===== config.mk =====
export PLATFORM = sky130hd
export DESIGN_NAME = fp_operand_fetch
export DESIGN_NICKNAME = d
export VERILOG_FILES = /design/src/rtl/fp_pkg.sv /design/src/rtl/fp_regfile.sv /design/src/rtl/fp_operand_fetch.sv
export SDC_FILE = /design/constraint.sdc
export NUM_CORES = 2
export LEC_CHECK = 0
export ABC_CLOCK_PERIOD_IN_PS = 4300
export BUFFER_PORTS_ARGS = -buffer_cell sky130_fd_sc_hd__buf_2
export CELL_PAD_IN_SITES_DETAIL_PLACEMENT = 1
export CELL_PAD_IN_SITES_GLOBAL_PLACEMENT = 2
export CORE_MARGIN = 4
export CORE_UTILIZATION = 49
export DETAILED_ROUTE_END_ITERATION = 8
export PLACE_DENSITY = 0.87
export RECOVER_POWER = 25
export REMOVE_ABC_BUFFERS = 1
export SLEW_MARGIN = 25
export SYNTH_ARGS = -nofsm -noshare
export SYNTH_HDL_FRONTEND = slang
export SYNTH_HIERARCHICAL = 1
export SYNTH_SLANG_ARGS = --single-unit

===== constraint.sdc =====
create_clock -name clk -period 4.3 [get_ports clk]
set_input_delay 0.215 -clock clk [delete_from_list [all_inputs] [get_ports clk]]
set_output_delay 0.215 -clock clk [all_outputs]
set_load 0.1 [all_outputs]

===== src/rtl/fp_pkg.sv =====
// Shared types and constants for the FP operand-fetch slice.
package fp_pkg;

    localparam int NREG  = 32;
    localparam int FLEN  = 32;
    localparam int IDX_W = $clog2(NREG);

    typedef logic [IDX_W-1:0] reg_idx_t;

    typedef enum logic [1:0] {
        FSGNJ  = 2'd0,
        FSGNJN = 2'd1,
        FSGNJX = 2'd2,
        RSVD   = 2'd3
    } fp_op_e;

    typedef enum logic {
        OUT_EMPTY = 1'b0,
        OUT_FULL  = 1'b1
    } out_state_e;

endpackage


===== src/rtl/fp_regfile.sv =====
// 32x32 FP register file: two asynchronous read ports with write-through
// bypass, one synchronous write port, all entries cleared on reset.
module fp_regfile
    import fp_pkg::*;
(
    input  logic            clk,
    input  logic            rst_n,
    input  reg_idx_t        raddr1,
    input  reg_idx_t        raddr2,
    output logic [FLEN-1:0] rdata1,
    output logic [FLEN-1:0] rdata2,
    input  logic            we,
    input  reg_idx_t        waddr,
    input  logic [FLEN-1:0] wdata
);

    logic [FLEN-1:0] mem [NREG];

    // Storage array; reset returns every entry to +0.0.
    always_ff @(posedge clk or negedge rst_n) begin
        if (!rst_n) begin
            for (int i = 0; i < NREG; i++) begin
                mem[i] <= '0;
            end
        end else if (we) begin
            mem[waddr] <= wdata;
        end
    end

    // Read ports see a same-cycle write so a dependent issue needs no extra cycle.
    always_comb begin
        rdata1 = (we && (waddr == raddr1)) ? wdata : mem[raddr1];
        rdata2 = (we && (waddr == raddr2)) ? wdata : mem[raddr2];
    end

endmodule


===== src/rtl/fp_operand_fetch.sv =====
// Issue / operand-fetch stage ahead of the FP sign-injection unit.
// Holds the register file, a pending-write scoreboard, a one-entry output
// register with valid/ready handshake, and a saturating stall counter.
module fp_operand_fetch
    import fp_pkg::*;
(
    input  logic            clk,
    input  logic            rst_n,
    input  logic            in_valid,
    output logic            in_ready,
    input  logic [1:0]      in_op,
    input  logic [4:0]      in_rs1,
    input  logic [4:0]      in_rs2,
    input  logic [4:0]      in_rd,
    output logic            out_valid,
    input  logic            out_ready,
    output logic [1:0]      out_op,
    output logic [FLEN-1:0] out_rs1,
    output logic [FLEN-1:0] out_rs2,
    output logic [4:0]      out_rd,
    input  logic            wb_valid,
    input  logic [4:0]      wb_rd,
    input  logic [FLEN-1:0] wb_data,
    output logic [NREG-1:0] pending,
    output logic [15:0]     stall_cnt
);

    localparam logic [NREG-1:0] ONE_HOT0 = {{(NREG-1){1'b0}}, 1'b1};

    out_state_e      state_q, state_d;
    logic            vld_p1;
    fp_op_e          op_p1;
    logic [FLEN-1:0] rs1_p1, rs2_p1;
    reg_idx_t        rd_p1;

    logic [NREG-1:0] pend_q;
    logic [NREG-1:0] wb_mask, set_mask, live;
    logic            hz, accept;
    logic [15:0]     stall_q;
    logic [FLEN-1:0] rf_rdata1, rf_rdata2;

    function automatic logic [15:0] sat_inc(input logic [15:0] v);
        return (v == 16'hFFFF) ? v : v + 16'd1;
    endfunction

    fp_regfile u_regfile (
        .clk    (clk),
        .rst_n  (rst_n),
        .raddr1 (in_rs1),
        .raddr2 (in_rs2),
        .rdata1 (rf_rdata1),
        .rdata2 (rf_rdata2),
        .we     (wb_valid),
        .waddr  (wb_rd),
        .wdata  (wb_data)
    );

    // Hazard detection: a register retiring this cycle no longer blocks issue.
    always_comb begin
        wb_mask  = wb_valid ? (ONE_HOT0 << wb_rd) : '0;
        live     = pend_q & ~wb_mask;
        hz       = live[in_rs1] | live[in_rs2] | live[in_rd];
        in_ready = ~hz & (~vld_p1 | out_ready);
        accept   = in_valid & in_ready;
        set_mask = accept ? (ONE_HOT0 << in_rd) : '0;
    end

    // Output-register state: EMPTY/FULL.
    always_ff @(posedge clk or negedge rst_n) begin
        if (!rst_n) begin
            state_q <= OUT_EMPTY;
        end else begin
            state_q <= state_d;
        end
    end

    // Next-state: fill on accept, drain when consumed without a refill.
    always_comb begin
        state_d = state_q;
        case (state_q)
            OUT_EMPTY: if (accept) state_d = OUT_FULL;
            OUT_FULL:  if (out_ready && !accept) state_d = OUT_EMPTY;
            default:   state_d = OUT_EMPTY;
        endcase
    end

    assign vld_p1 = (state_q == OUT_FULL);

    // ---- stage boundary: operand bundle registered on accept, held otherwise
    always_ff @(posedge clk or negedge rst_n) begin
        if (!rst_n) begin
            op_p1  <= FSGNJ;
            rs1_p1 <= '0;
            rs2_p1 <= '0;
            rd_p1  <= '0;
        end else if (accept) begin
            op_p1  <= fp_op_e'(in_op);
            rs1_p1 <= rf_rdata1;
            rs2_p1 <= rf_rdata2;
            rd_p1  <= in_rd;
        end
    end

    // Scoreboard: writeback clears, issue sets; set applied last so it wins.
    always_ff @(posedge clk or negedge rst_n) begin
        if (!rst_n) begin
            pend_q <= '0;
        end else begin
            pend_q <= (pend_q & ~wb_mask) | set_mask;
        end
    end

    // Stall counter: cycles where an op is offered but refused.
    always_ff @(posedge clk or negedge rst_n) begin
        if (!rst_n) begin
            stall_q <= '0;
        end else if (in_valid && !in_ready) begin
            stall_q <= sat_inc(stall_q);
        end
    end

    assign out_valid = vld_p1;
    assign out_op    = op_p1;
    assign out_rs1   = rs1_p1;
    assign out_rs2   = rs2_p1;
    assign out_rd    = rd_p1;
    assign pending   = pend_q;
    assign stall_cnt = stall_q;

endmodule


Yosys cells after proc, flatten, opt, wreduce, memory -nomap -nowiden
Cells that the tools add are included.
W data, S select, Z words.
Word-level totals
  output and inout port bits: 121
  word-level logic and storage cells: 96
  flip-flop bits (word level): 1144
Cells by class
  equal/unequal tests: 3
  bitwise operators: 14
  shift-type cells: 2
  muxes and demuxes: 22
  add/sub/neg operators: 1
  reductions and logical operators: 8
  $lt $le $gt $ge: 7
Operators with widths (number)
  $bwmux W1024: 1
  $bmux W32 S5: 2
  $mux W32: 9
  $demux W32 S5: 1
  $shl A1 B5 Y32 const A: 2
  $and A32 B32 Y32: 1
  $not A32 Y32: 1
  $or A32 B32 Y32: 1
  $ge A6 B6 Y1 const B: 3
  $lt A5 B6 Y1 const B: 3
  $not A5 Y6: 3
  $add A16 B1 Y16 const B: 1
  $eq A16 B16 Y1 const B: 1
  $bmux W1 S5: 3
  $eq A5 B5 Y1: 2
  $lt A6 B1 Y1 const B: 1
  $logic_and A1 B1 Y1: 5
  $mux W1: 5
  $not A1 Y1: 3
  $or A1 B1 Y1: 3
  $and A1 B1 Y1: 2
  $logic_not A1 Y1: 2
  $pmux W1 S2: 1
  $reduce_and A2 Y1: 1

Depth between registers and ports, before layout
  word-level depth: 15
  depth in mapped cells: 13
  depth with buffers taken out: 9

Cells and area by module
Netlist, hierarchy kept.
By module, submodules not included
  fp_regfile: cells each 3972, times used 1, area each 55903.6 sq um, seq. area each 25624.6 sq um
  fp_operand_fetch: cells each 501, times used 1, area each 5848.1 sq um, seq. area each 3002.9 sq um

Worst setup path before layout
No wires, ideal clock.
  path type: register to register
  from: register pend_q[2], in the netlist pending[2]
  to: register stall_q[14], in the netlist stall_cnt[14]
  setup time: 0.128 ns
  stages on the path, launching flop included: 10
  data required time: 4.172 ns
  period minus slack after synthesis: 3.303 ns
  path buffers: 1
  path slack: 0.997 ns
  arrival: 3.175 ns
  cells stage by stage: dfrtp_1 -> o21ai_0 -> mux4_2 -> or4_1 -> o31ai_1 -> nor4_2 -> and3_1 -> buf_2 -> nor4_1 -> mux2_1
Between the ends
  longest elaborated chain between the ends: 10
Ends and longest elaborated chain
  from (decl): RTL line fp_operand_fetch.sv:36  | logic [NREG-1:0] pend_q;
  from (signal assigned): RTL line fp_operand_fetch.sv:109  | pend_q <= (pend_q & ~wb_mask) | set_mask;
  $and A32 B32 Y32 (*): RTL line fp_operand_fetch.sv:61  | live = pend_q & ~wb_mask;
  $bmux W1 S5: RTL line fp_operand_fetch.sv:62  | hz = live[in_rs1] | live[in_rs2] | live[in_rd];
  $mux W1 (implied by the code): RTL line fp_operand_fetch.sv:62
  $or A1 B1 Y1: RTL line fp_operand_fetch.sv:62
  $or A1 B1 Y1 (*): RTL line fp_operand_fetch.sv:62
  $not A1 Y1 (*): RTL line fp_operand_fetch.sv:63  | in_ready = ~hz & (~vld_p1 | out_ready);
  $and A1 B1 Y1 (*): RTL line fp_operand_fetch.sv:63
  $logic_not A1 Y1 (*): RTL line fp_operand_fetch.sv:117  | end else if (in_valid && !in_ready) begin
  $logic_and A1 B1 Y1 (*): RTL line fp_operand_fetch.sv:117
  $reduce_and A2 Y1 (no source line) (*)
  to (signal assigned): RTL line fp_operand_fetch.sv:118  | stall_q <= sat_inc(stall_q);
  to (decl): RTL line fp_operand_fetch.sv:39  | logic [15:0] stall_q;
Every way passes the cells marked *; elsewhere a longest branch is shown, timed or not. The select of a mux whose other input is x is not followed.
A chain may end at the register's enable or synchronous reset.

Final worst setup path
  from: input wb_rd[1]
  to: output in_ready
Between the ends
  longest elaborated chain between the ends: 10
Ends and longest elaborated chain
  from (decl): RTL line fp_operand_fetch.sv:22  | input logic [4:0] wb_rd,
  $shl A1 B5 Y32 (*): RTL line fp_operand_fetch.sv:60  | wb_mask = wb_valid ? (ONE_HOT0 << wb_rd) : '0;
  $mux W32 (*): RTL line fp_operand_fetch.sv:60
  $not A32 Y32 (*): RTL line fp_operand_fetch.sv:61
  $and A32 B32 Y32 (*): RTL line fp_operand_fetch.sv:61
  $bmux W1 S5: RTL line fp_operand_fetch.sv:62
  $mux W1 (implied by the code): RTL line fp_operand_fetch.sv:62
  $or A1 B1 Y1: RTL line fp_operand_fetch.sv:62
  $or A1 B1 Y1 (*): RTL line fp_operand_fetch.sv:62
  $not A1 Y1 (*): RTL line fp_operand_fetch.sv:63
  $and A1 B1 Y1 (*): RTL line fp_operand_fetch.sv:63
  to (decl): RTL line fp_operand_fetch.sv:10  | output logic in_ready,
Marked as above.

==> results.tsv <==
stage	metric	value	unit
cts	insertion_delay	0.78	ns
synth	ys_warn_count	6	
final_layout	area_growth	10.8	%
synth	synth_top_family_by_area	multiplexers	
cts	cts_root_buffer	clkbuf_16	
synth	synthArstFlopShare	100	%
global_routing	gr-total-overflow	0	
synth	syn_inst	4473	
final_layout	final_common_cell	dfrtp_1	
global_routing	grt_use_met1	42.3	%
detailed_routing	dr.first_iter.drc_count	3578	
placed_design	dp.final_hpwl	127	mm
synth	synth_edf_count	0	
pwr	seqPwrFrac	41.2	%
worst_hold_path	hold_depth	2	
critical_path	r2r-start	pending[2]	
final_layout	n_fill_cell	11900	
pwr	power.density	524	nW/um^2
pwr	power	35900	uW
critical_path	crit_fanout	17	
global_routing	grt_util_met2	50.7	%
synth	synth-seq-cells	1144	
timing	setup_ws	0.538	ns
timing	tightest_slew	3.46	ns
pwr	peakVddDrop	0.459	mV
final_layout	layout.nets	4543	
synth	synthAdderAreaFrac	0.0203	%
global_routing	grt_pass1_vias	45400	
floorplanning	die-area	132000	sq um
floorplanning	rows	129	
cts	clkSinkCount	1144	
cts	clk_pin_slew	0.06	ns
synth	yosys.area_share.simple	4.30	%
cts	numCtsBuffers	131	
placed_design	place_congestion	0.894	
floorplanning	start_util	49.6	%
timing	rsz0062_at_grt	no	
cts	tritoncts	built	
detailed_routing	wl	209	mm
pwr	combPwrFrac	27.3	%
global_routing	grt_usage	31.6	%
cts	cts_max_path_buffers	3	
critical_path	required	4.09	ns
timing	period_share	87.5	%
critical_path	startpoint_type	input port	
status	status	complete, but fails checks	
synth	synth_top_area_share	46.4	%
floorplanning	die_w	363	um
global_routing	grt_pass1_wl	311	mm
synth	ys_types	78	
floorplanning	core	124000	sq um
final_layout	layout_common_cells	dfrtp_1 (1144), mux2_2 (1075), mux2_1 (309)	
pwr	intPower	23500	uW
pwr	swShare	34.6	%
timing	finalHoldViolCount	0	
timing	setup_viol	0	
global_routing	grt_start_max_net_pins	126	
global_routing	use_met3	6.24	%
timing	hold_ws	0.0786	ns
timing	clock_skew	0.0268	ns
critical_path	crit_start	wb_rd[1]	
detailed_routing	drcViolationCount	0	
critical_path	worstPathArrival	3.55	ns
detailed_routing	vias	42300	
critical_path	rr_worst_depth	8	
pwr	leakage	0.0303	uW
synth	synth_compound_area_share	6.28	%
timing	fin_crit	3.76	ns
placed_design	io_buffer_count	179	
timing	slew_headroom	-131	%
timing	clock.fmax	266	MHz
synth	synthFlopType	dfrtp_1	
pwr	p_clk_share	31.5	%
synth	synth_area	61800	sq um
critical_path	worst_setup_path_end_kind	output pin	
final_layout	drive_gt1_share	43.1	%
detailed_routing	wl_per_cell	33.6	um
floorplanning	pin_count	180	
job	cap_violations	10	
detailed_routing	drt_pre_antenna_iters	5	
critical_path	crit_type	in -> out	
pwr	power_switching	12400	uW
placed_design	dp_slack	0.571	ns
detailed_routing	via_per_inst	6.79	
global_routing	antenna_found_initial	5	
synth	yosysSeqAreaShare	46.4	%
synth	synth_area_leader_cell	dfrtp_1	
global_routing	grt_busiest_layer	met2	
status	failed_checks	capacitance limit, slew limit	
synth	synthMuxAreaShare	38.9	%
synth	synth_xor_area_share	0.312	%
worst_hold_path	hp-start	in_rd[1]	
synth	synthTopCellsByArea	dfrtp_1 (46%), mux2_2 (20%), mux4_2 (11%)	
synth	postSynthAreaPerCell	13.8	sq um
cts	h-tree-depth	4	
timing	report.final.slew_viol_count	217	
worst_hold_path	min_path_type	in -> reg	
detailed_routing	postRouteAntennaNets	0	
floorplanning	dieHeight	363	um
cell type report:
class / count / area, sq um / area share [%]
multi-input cells: 2872 / 31000 / 45.3
inverters: 8 / 30.0 / 0.0439
clock buffers: 186 / 3740 / 5.46
repair buffers: 326 / 2480 / 3.62
well taps: 1637 / 2050 / 2.99
flip-flops and latches: 1144 / 28600 / 41.8
clock inverters: 50 / 542 / 0.792
diodes: 2 / 5.00 / 0.00731
synthesized netlist by cell type, types with 5 or more instances:
| cell | n |
|---|---|
| mux2i_1 | 167 |
| nor3_1 | 47 |
| nor2b_1 | 73 |
| o41ai_2 | 31 |
| nand3_1 | 37 |
| buf_1 | 58 |
| nor2_1 | 54 |
| xor2_1 | 20 |
| buf_2 | 143 |
| buf_6 | 25 |
| a22o_1 | 65 |
| a22oi_1 | 47 |
| clkbuf_1 | 158 |
| nand2_1 | 97 |
| nand3b_1 | 11 |
| or4_1 | 22 |
| o21ai_0 | 24 |
| a211oi_1 | 45 |
| nand2b_1 | 12 |
| nor4_1 | 36 |
| nand4b_1 | 6 |
| dfrtp_1 | 1144 |
| inv_1 | 6 |
| o21ai_1 | 35 |
| o22ai_1 | 194 |
| nor3b_1 | 7 |
| nand4bb_1 | 6 |
| mux4_2 | 300 |
| buf_8 | 5 |
| buf_4 | 58 |
| nor4_2 | 5 |
| nand4_1 | 16 |
| mux2_2 | 1076 |
| o31ai_1 | 10 |
| and3_1 | 9 |
| a221oi_1 | 10 |
| a21oi_1 | 48 |
| mux2_1 | 308 |
stage by stage:
step           TNS [ns]  instances  cell area [sq um]  util [%]
6_report              0       6225              68400      55.0
5_1_grt               0       6224              68400      55.0
4_1_cts               0       6223              68500      55.1
3_5_place_dp          0       5978              64200      51.6
3_3_place_gp          0       5978              64200      51.6
2_1_floorplan   -119.24       4024              59400         -
critical path, stage by stage:
cell and delay (ns):
clkbuf_1 0.53, nand4b_1 0.35, o21ai_0 0.68, mux2_2 0.28, a311oi_1 0.13, a2111oi_2 0.41, and3_1 0.50, buf_4 0.26
buf_12 0.18
what timing repair did:
| action | 4_1_cts | 5_1_grt |
|---|---|---|
| endpoints found under the setup margin | 0 | 0 |
| gates resized for setup | 0 | 0 |
| hold endpoints to repair | 115 | 0 |
| setup buffers | 0 | 0 |
| hold buffers | 9 | 0 |
metal layers:
metal / share of wire (%) / up-vias
li1: - / 17200
met1: 41 / 22800
met2: 47 / 1808
met3: 7.4 / 474
met4: 4.6 / 2
met5: 0.0062 / -
power by group through the flow:
| stage | logic [uW] | registers, uW | clock network, uW |
|---|---|---|---|
| CTS | 9800 | 14700 | 11500 |
| global placement | 9460 | 14700 | 0 |
| detailed placement | 9700 | 14900 | 0 |
| global route | 10300 | 15100 | 12000 |
| floorplan | 4460 | 17200 | 0 |
| finish | 9770 | 14800 | 11300 |
sequential cells by signal (all words and copies together), names as in the netlist:
name / cells
out_rs1: 32
out_op: 2
u_regfile/mem: 1024
stall_cnt: 16
out_rs2: 32
out_valid: 1
pending: 32
out_rd: 5
kinds of logic after synthesis:
kind of cell             count (synthesis)
adder cells (fa/ha/maj)                  1
AO/OA/AOI/OAI                          531
AND/OR/NAND/NOR                        467
flip-flops                            1144
multiplexers                          1851
buffers and inverters                  457
XOR/XNOR                                22
path summary, 6_finish.rpt:
path | slack (ns) | end
max in group asynchronous | 0.89 | u_regfile/mem[482]
setup / recovery | 0.54 | in_ready
setup reg to reg | 1.13 | out_rs1[7]
min in group asynchronous | 0.80 | u_regfile/mem[179]
hold reg to reg | 0.48 | out_rs1[25]
hold / removal | 0.08 | out_rd[1]
Power figures use the tool's default switching activity.
